`src/rtl/pipeline_run_ctrl.sv`:
```
// Run-control unit for the 5-stage MIPS pipeline.
// Generates the pipeline-wide valid enable in continuous or single-step mode,
// freezes fetch and drains the pipe when HALT leaves IF, and counts enabled cycles.
// Optional breakpoint support is compiled in with PIPELINE_RUN_CTRL_BREAKPOINT_EN.
module pipeline_run_ctrl #(
    parameter int                   NB_INSTR    = 32,
    parameter int                   NB_OPCODE   = 6,
    parameter logic [NB_OPCODE-1:0] HALT_OPCODE = 6'b111111,
    parameter int                   N_STAGES    = 5,
    parameter int                   NB_CNT      = 32
) (
    input  logic                i_clock,
    input  logic                i_reset,
    input  logic                i_start,
    input  logic                i_mode,
    input  logic                i_step,
    input  logic                i_abort,
    input  logic [NB_INSTR-1:0] i_fetch_instr,
    output logic                o_valid,
    output logic                o_fetch_hold,
    output logic                o_busy,
    output logic                o_done,
    output logic [NB_CNT-1:0]   o_n_clocks
`ifdef PIPELINE_RUN_CTRL_BREAKPOINT_EN
    ,
    input  logic                i_bp_en,
    input  logic [31:0]         i_bp_pc,
    input  logic [31:0]         i_fetch_pc,
    output logic                o_break
`endif
);

    // Drain counter only has to hold N_STAGES-2
    localparam int NB_DRAIN = ($clog2(N_STAGES) < 1) ? 1 : $clog2(N_STAGES);

    typedef enum logic [2:0] {
        S_IDLE,
        S_RUN,
        S_STEP_WAIT,
        S_STEP,
        S_DRAIN,
        S_DONE
    } state_t;

    state_t              state;
    state_t              state_nxt;
    logic [NB_DRAIN-1:0] drain_cnt;
    logic [NB_DRAIN-1:0] drain_cnt_nxt;
    logic                halt_op;
    logic                cnt_clear;

    // Saturating increment: the cycle counter sticks at all-ones instead of wrapping
    function automatic logic [NB_CNT-1:0] sat_inc(input logic [NB_CNT-1:0] v);
        return (&v) ? v : v + NB_CNT'(1);
    endfunction

    assign halt_op = (i_fetch_instr[NB_INSTR-1 -: NB_OPCODE] == HALT_OPCODE);

    // Outputs are decoded straight from the state register (Moore)
    assign o_valid      = (state == S_RUN) || (state == S_STEP) || (state == S_DRAIN);
    assign o_fetch_hold = (state == S_DRAIN);
    assign o_busy       = (state != S_IDLE);
    assign o_done       = (state == S_DONE);

    // A start that is overridden by abort must not clear the count either
    assign cnt_clear = (state == S_IDLE) && i_start && !i_abort;

`ifdef PIPELINE_RUN_CTRL_BREAKPOINT_EN
    logic bp_hit;
    logic break_nxt;
    assign bp_hit = i_bp_en && (i_fetch_pc == i_bp_pc);
`endif

    // Next-state logic; abort is applied last so it beats step, HALT and breakpoint
    always_comb begin
        state_nxt     = state;
        drain_cnt_nxt = drain_cnt;
`ifdef PIPELINE_RUN_CTRL_BREAKPOINT_EN
        break_nxt     = 1'b0;
`endif
        case (state)
            S_IDLE: begin
                if (i_start) state_nxt = i_mode ? S_STEP_WAIT : S_RUN;
            end
            S_RUN: begin
                if (halt_op) begin
                    state_nxt     = S_DRAIN;
                    drain_cnt_nxt = NB_DRAIN'(N_STAGES - 2);
                end
`ifdef PIPELINE_RUN_CTRL_BREAKPOINT_EN
                else if (bp_hit) begin
                    state_nxt = S_STEP_WAIT;
                    break_nxt = 1'b1;
                end
`endif
            end
            S_STEP_WAIT: begin
                if (i_step) state_nxt = S_STEP;
            end
            S_STEP: begin
                if (halt_op) begin
                    state_nxt     = S_DRAIN;
                    drain_cnt_nxt = NB_DRAIN'(N_STAGES - 2);
                end else begin
                    state_nxt = S_STEP_WAIT;
                end
            end
            S_DRAIN: begin
                if (drain_cnt == '0) state_nxt = S_DONE;
                else                 drain_cnt_nxt = drain_cnt - NB_DRAIN'(1);
            end
            S_DONE: begin
                state_nxt = S_IDLE;
            end
            default: begin
                state_nxt = S_IDLE;
            end
        endcase
        if (i_abort) begin
            state_nxt     = S_IDLE;
            drain_cnt_nxt = '0;
`ifdef PIPELINE_RUN_CTRL_BREAKPOINT_EN
            break_nxt     = 1'b0;
`endif
        end
    end

    // State and drain counter registers
    always_ff @(posedge i_clock or posedge i_reset) begin
        if (i_reset) begin
            state     <= S_IDLE;
            drain_cnt <= '0;
        end else begin
            state     <= state_nxt;
            drain_cnt <= drain_cnt_nxt;
        end
    end

    // Enabled-cycle counter: cleared on an accepted start, held while idle
    always_ff @(posedge i_clock or posedge i_reset) begin
        if (i_reset)        o_n_clocks <= '0;
        else if (cnt_clear) o_n_clocks <= '0;
        else if (o_valid)   o_n_clocks <= sat_inc(o_n_clocks);
    end

`ifdef PIPELINE_RUN_CTRL_BREAKPOINT_EN
    // One-cycle breakpoint pulse, coincident with the first STEP_WAIT cycle
    always_ff @(posedge i_clock or posedge i_reset) begin
        if (i_reset) o_break <= 1'b0;
        else         o_break <= break_nxt;
    end
`endif

endmodule

```
`config.mk`:
```
export PLATFORM = sky130hd
export DESIGN_NAME = pipeline_run_ctrl
export DESIGN_NICKNAME = d
export VERILOG_FILES = /design/src/rtl/pipeline_run_ctrl.sv
export SDC_FILE = /design/constraint.sdc
export NUM_CORES = 1
export LEC_CHECK = 0
export BUFFER_PORTS_ARGS = -buffer_cell sky130_fd_sc_hd__buf_4
export CORE_MARGIN = 10
export CORE_UTILIZATION = 46
export DETAILED_ROUTE_END_ITERATION = 6
export PLACE_DENSITY = 0.78
export SYNTH_ARGS = -nofsm -noshare
export SYNTH_HDL_FRONTEND = slang
export SYNTH_SLANG_ARGS = --single-unit
```
`constraint.sdc`:
```
create_clock -name i_clock -period 2.43 [get_ports i_clock]
set_input_delay 0.486 -clock i_clock [delete_from_list [all_inputs] [get_ports i_clock]]
set_output_delay 0.486 -clock i_clock [all_outputs]
set_load 0.02 [all_outputs]
```
### Word level (Yosys, flattened, before mapping)

Index checks and enable logic that the tools add are counted.

| operators by class | value |
|---|---|
| eq/ne operators | 13 |
| reduce and logical (&&, ||, !) cells | 15 |
| $add $sub $neg | 2 |
| multiplexer cells | 15 |

Operator list:

| cell | number |
|---|---|
| 2-to-1 mux 32 bit | 3 |
| adder 32 x 1 -> 32 bit (second input constant) | 1 |
| AND reduction 32 bit | 1 |
| 2-to-1 mux 3 bit | 9 |
| one-hot mux 3 bit (5 select lines) | 1 |
| inequality test 3 bit (second input constant) | 4 |
| equality test 3 x 2 -> 1 bit (second input constant) | 2 |
| equality test 3 bit (second input constant) | 2 |
| equality test 6 bit (second input constant) | 1 |
| logical NOT 3 bit | 2 |
| one-hot mux 3 bit (2 select lines) | 1 |
| nonzero test 3 bit | 2 |
| AND reduction 4 bit | 1 |
| equality test 3 x 1 -> 1 bit (second input constant) | 1 |
| inequality test 3 x 1 -> 1 bit (second input constant) | 1 |
| inequality test 3 x 2 -> 1 bit (second input constant) | 1 |
| AND reduction 3 bit | 1 |
| subtractor 3 x 1 -> 3 bit (second input constant) | 1 |
| logical AND 1 bit | 2 |
| logical OR 1 bit | 2 |
| 2-to-1 mux 2 bit | 1 |
| inequality test 2 bit (second input constant) | 1 |
| AND reduction 2 bit | 1 |
| nonzero test 2 bit | 1 |
| other kinds (2) | 2 |

| word-level totals | value |
|---|---|
| word-level logic and storage cells | 48 |
| bits in registers | 38 |
| input port bits | 38 |

### Longest topological paths before layout

| logic depth | value |
|---|---|
| word-level depth | 5 |
| gate-level depth with buffers | 9 |
| mapped depth without buffers | 8 |

### Least setup slack after synthesis

OpenSTA, ideal clock, no wires.

| timing path | value |
|---|---|
| path kind | register to register |
| start | reg o_n_clocks[0] |
| end | reg o_n_clocks[25] |
| data arrival time | 2.323 ns |
| period minus slack after synthesis | 2.441 ns |
| slack | -0.011 ns |
| stages on the path, launching flop included | 8 |
| buffers on the path | 1 |
| required time | 2.312 ns |
| cells stage by stage | dfrtp_1 -> ha_1 -> nand3_2 -> or4_4 -> o31a_1 -> buf_6 -> mux2_4 -> a21o_1 |

| on the way | value |
|---|---|
| word-level cells in the longest chain between the ends | 4 |
| elaborated cells between the ends (all ways) | 7 |

RTL lines:

| item | RTL line | RTL |
|---|---|---|
| from (decl) | 23 | `output logic [NB_CNT-1:0] o_n_clocks` |
| from (signal assigned) | 143 | `else if (o_valid) o_n_clocks <= sat_inc(o_n_clocks);` |
| adder 32 x 1 -> 32 bit | 54 | `return (&v) ? v : v + NB_CNT'(1);` |
| 2-to-1 mux 32 bit | 54 |  |
| 2-to-1 mux 32 bit | 143 |  |
| 2-to-1 mux 32 bit | 142 | `else if (cnt_clear) o_n_clocks <= '0;` |

Several ways; a longest one is shown, not always the timed one. The select of a mux whose other input is x is not followed.
A chain may end at the register's enable or synchronous reset.

### Worst setup path after layout

Ends and elaborated chain as after synthesis.

==> reports/qor.yml <==
status: "complete, no violations"
hold_ws_ns: 0.249
n_fill_cell: 471
antenna_found_initial: 0
ys_seq_area_share_pct: 39.9
grt_pass1_vias: 2329
postCtsSetupBuffers: 0
worstReg2RegEnd: "o_n_clocks[25]"
worst_pin_slew_ns: 0.575
synth-seq-cells: 38
grt_pass1_wl_mm: 11.5
final_common_cell: "buf_4"
cap_viol_max_count: 0
power_leakage_nw: 1.38
p_per_area_nw_per_um2: 546
drtAntennaViolNets: 0
h-tree-depth: 2
yosys_warnings: 0
synth-edff-count: 0
netlist_instances: 265
num_rows: 26
gr-usage-all-layers_pct: 16.1
cts.sinks: 38
setup.worst_path.class: "reg -> reg"
r2r-start: "o_n_clocks[0]"
clkTransAtPathRegs_ns: 0.08
n_antenna_cell: 0
hold_viol: 0
crit_path_end_kind: "flop"
highest_layer: "met4"
min_period_ns: 2.33
reg2reg_depth: 6
worst-endpoint-arrival_ns: 2.53
cts_root_buffer: "clkbuf_8"
avgRoutedWirePerCell_um: 16.3
fmaxAchievable_mhz: 428
numPortBuffers: 47
die_h_um: 92.0
first_iter_violations: 244
drc: 0
wirelength_met1_mm: 2.92
synthToLayoutAreaGrowth_pct: 27.9
slew_headroom_pct: 61.6
start_util_pct: 46.9
postSynthAreaPerCell_sq_um: 8.99
wl_met3_um: 331
viasPerCell: 5.84
postLayoutCellArea_sq_um: 3050
setup_violations: 0
period_share_pct: 96.1
crit_fanout: 14
required_ns: 2.62
cts_buffers: 5
placed_area_sq_um: 2960
hold_class: "in -> async"
ir_worst_vdd_mv: 0.335
async_reset_ff_share_pct: 100
grt_overflow: 0
yosysTopAreaCellShare_pct: 39.9
grt_max_degree: 18
io_pins: 74
met2_length_mm: 3.27
cts_buffer_depth: 2
synth_area_leaders: "dfrtp_1, mux2i_1, nand3_1"
cts_tree: "done"
syn_area_sq_um: 2380
drive_gt1_share_pct: 29.9
reg2reg_slack_ns: 0.1
firstDrtPassIters: 4
via_count: 2366
fin_tns_setup_ns: 0
stdcell_count: 405
rsz0062_at_grt: "no"
final_nets: 375
synth_ff_type: "dfrtp_1"
gp_congestion: 0.868
core_sq_um: 5070
ys_types: 50
start_kind: "flop"
die-width_um: 92.0
crit_slowest_cell: "or4_4"
clk-insertion-delay-late_ns: 0.29
fin_skew_ns: 0.00938
layout_common_cells: "buf_4, dfrtp_1, nand3_1"
cpPeakStageDelay_ns: 0.57
dp_cells: 397
crit_chain: "ha_1 -> nand3_2 -> or4_4 -> o31a_2 -> mux2_4 -> a21o_1"
yosysTopAreaCell: "dfrtp_1"
syn_nets: 306
dieArea_sq_um: 8460
hpwl_mm: 4.96
finalMaxSlewViolations: 0
drt_wl_total_mm: 6.60
[flip-flops by register name, summed over array words and instances, names as in the netlist]
name	cells
drain_cnt	3
state	3
o_n_clocks	32
[where the power goes]
group          switching, mW  internal, mW
logic                  0.284         0.206
clock network          0.227         0.229
registers             0.0441         0.673
total                  0.555          1.11
[per-stage QoR]
| step | util, % | worst slack (ns) | total power [mW] |
|---|---|---|---|
| after floorplan | - | 0.00267 | 1.02 |
| after global placement | 58.2 | 0.0352 | 1.20 |
| after detailed placement | 58.2 | 0.0282 | 1.22 |
| after CTS | 60.0 | 0.0136 | 1.67 |
| after global routing | 60.1 | 0.0258 | 1.75 |
| final | 60.1 | 0.0958 | 1.66 |
[area by class of cell]
class	instances	area, sq um	area share (%)
inverters	11	41.3	1.35
well taps	70	87.6	2.87
clock buffers	7	86.3	2.83
multi-input cells	202	1310	42.8
flip-flops and latches	38	952	31.2
clock inverters	1	5.00	0.164
repair buffers	76	571	18.7
[logic make-up after synthesis]
group | after synthesis | share of synthesized area, %
simple gates | 128 | 30.1
flops | 38 | 39.9
compound gates | 53 | 15.1
mux | 18 | 7.93
fa+ha+maj | 3 | 1.58
buf+inv | 25 | 5.36
[critical path: cells and delay by family, from the launching register on]
family                     cells  cell delay, ns
adders and majority gates      1            0.19
DFF                            1            0.37
muxes                          1            0.34
AOI/OAI and AO/OA              2            0.67
and+or+nand+nor                2            0.66
[synth_stat cells, types with 2 or more instances]
cell,number
a21oi_1,15
nor3b_1,3
buf_2,3
and3_1,7
and2_0,2
nor4_1,6
ha_1,3
clkbuf_1,6
a31oi_1,2
dfrtp_1,38
o211ai_1,2
inv_1,10
nand2_1,21
mux2i_1,14
o21ai_1,3
a22o_1,2
or4_1,9
o31ai_1,9
nand4_2,2
and4_1,2
mux2_2,3
o21ai_0,5
or3_1,5
nand4_1,6
nand3_1,22
nor3_1,14
buf_6,4
nor2_1,18
a21o_1,6
nor2b_1,3
[how the worst max path moves through the flow]
stage,start,endpoint,slack (ns),depth (start not counted)
after floorplan,o_n_clocks[1],o_n_clocks[25],0.003,7
after global placement,o_n_clocks[0],o_n_clocks[25],0.04,6
after detailed placement,o_n_clocks[0],o_n_clocks[25],0.03,6
after CTS,o_n_clocks[0],o_n_clocks[25],0.01,6
after global routing,o_n_clocks[0],o_n_clocks[25],0.03,6
final,o_n_clocks[0],o_n_clocks[25],0.1,6
[per-layer routing]
layer / track usage [%] / vias up
met2: 26.4 / 72
met1: 20.5 / 1151
met4: 4.76 / 0
met5: 0 / -
met3: 3.75 / 8
li1: - / 1135
[what timing repair did]
action                                  4_1_cts  5_1_grt
hold buffers                                  0        0
hold endpoints to repair                      0        0
endpoints found under the setup margin        0        5
resized for setup                             0        1
Note: power is estimated with default switching activity, not from simulation.
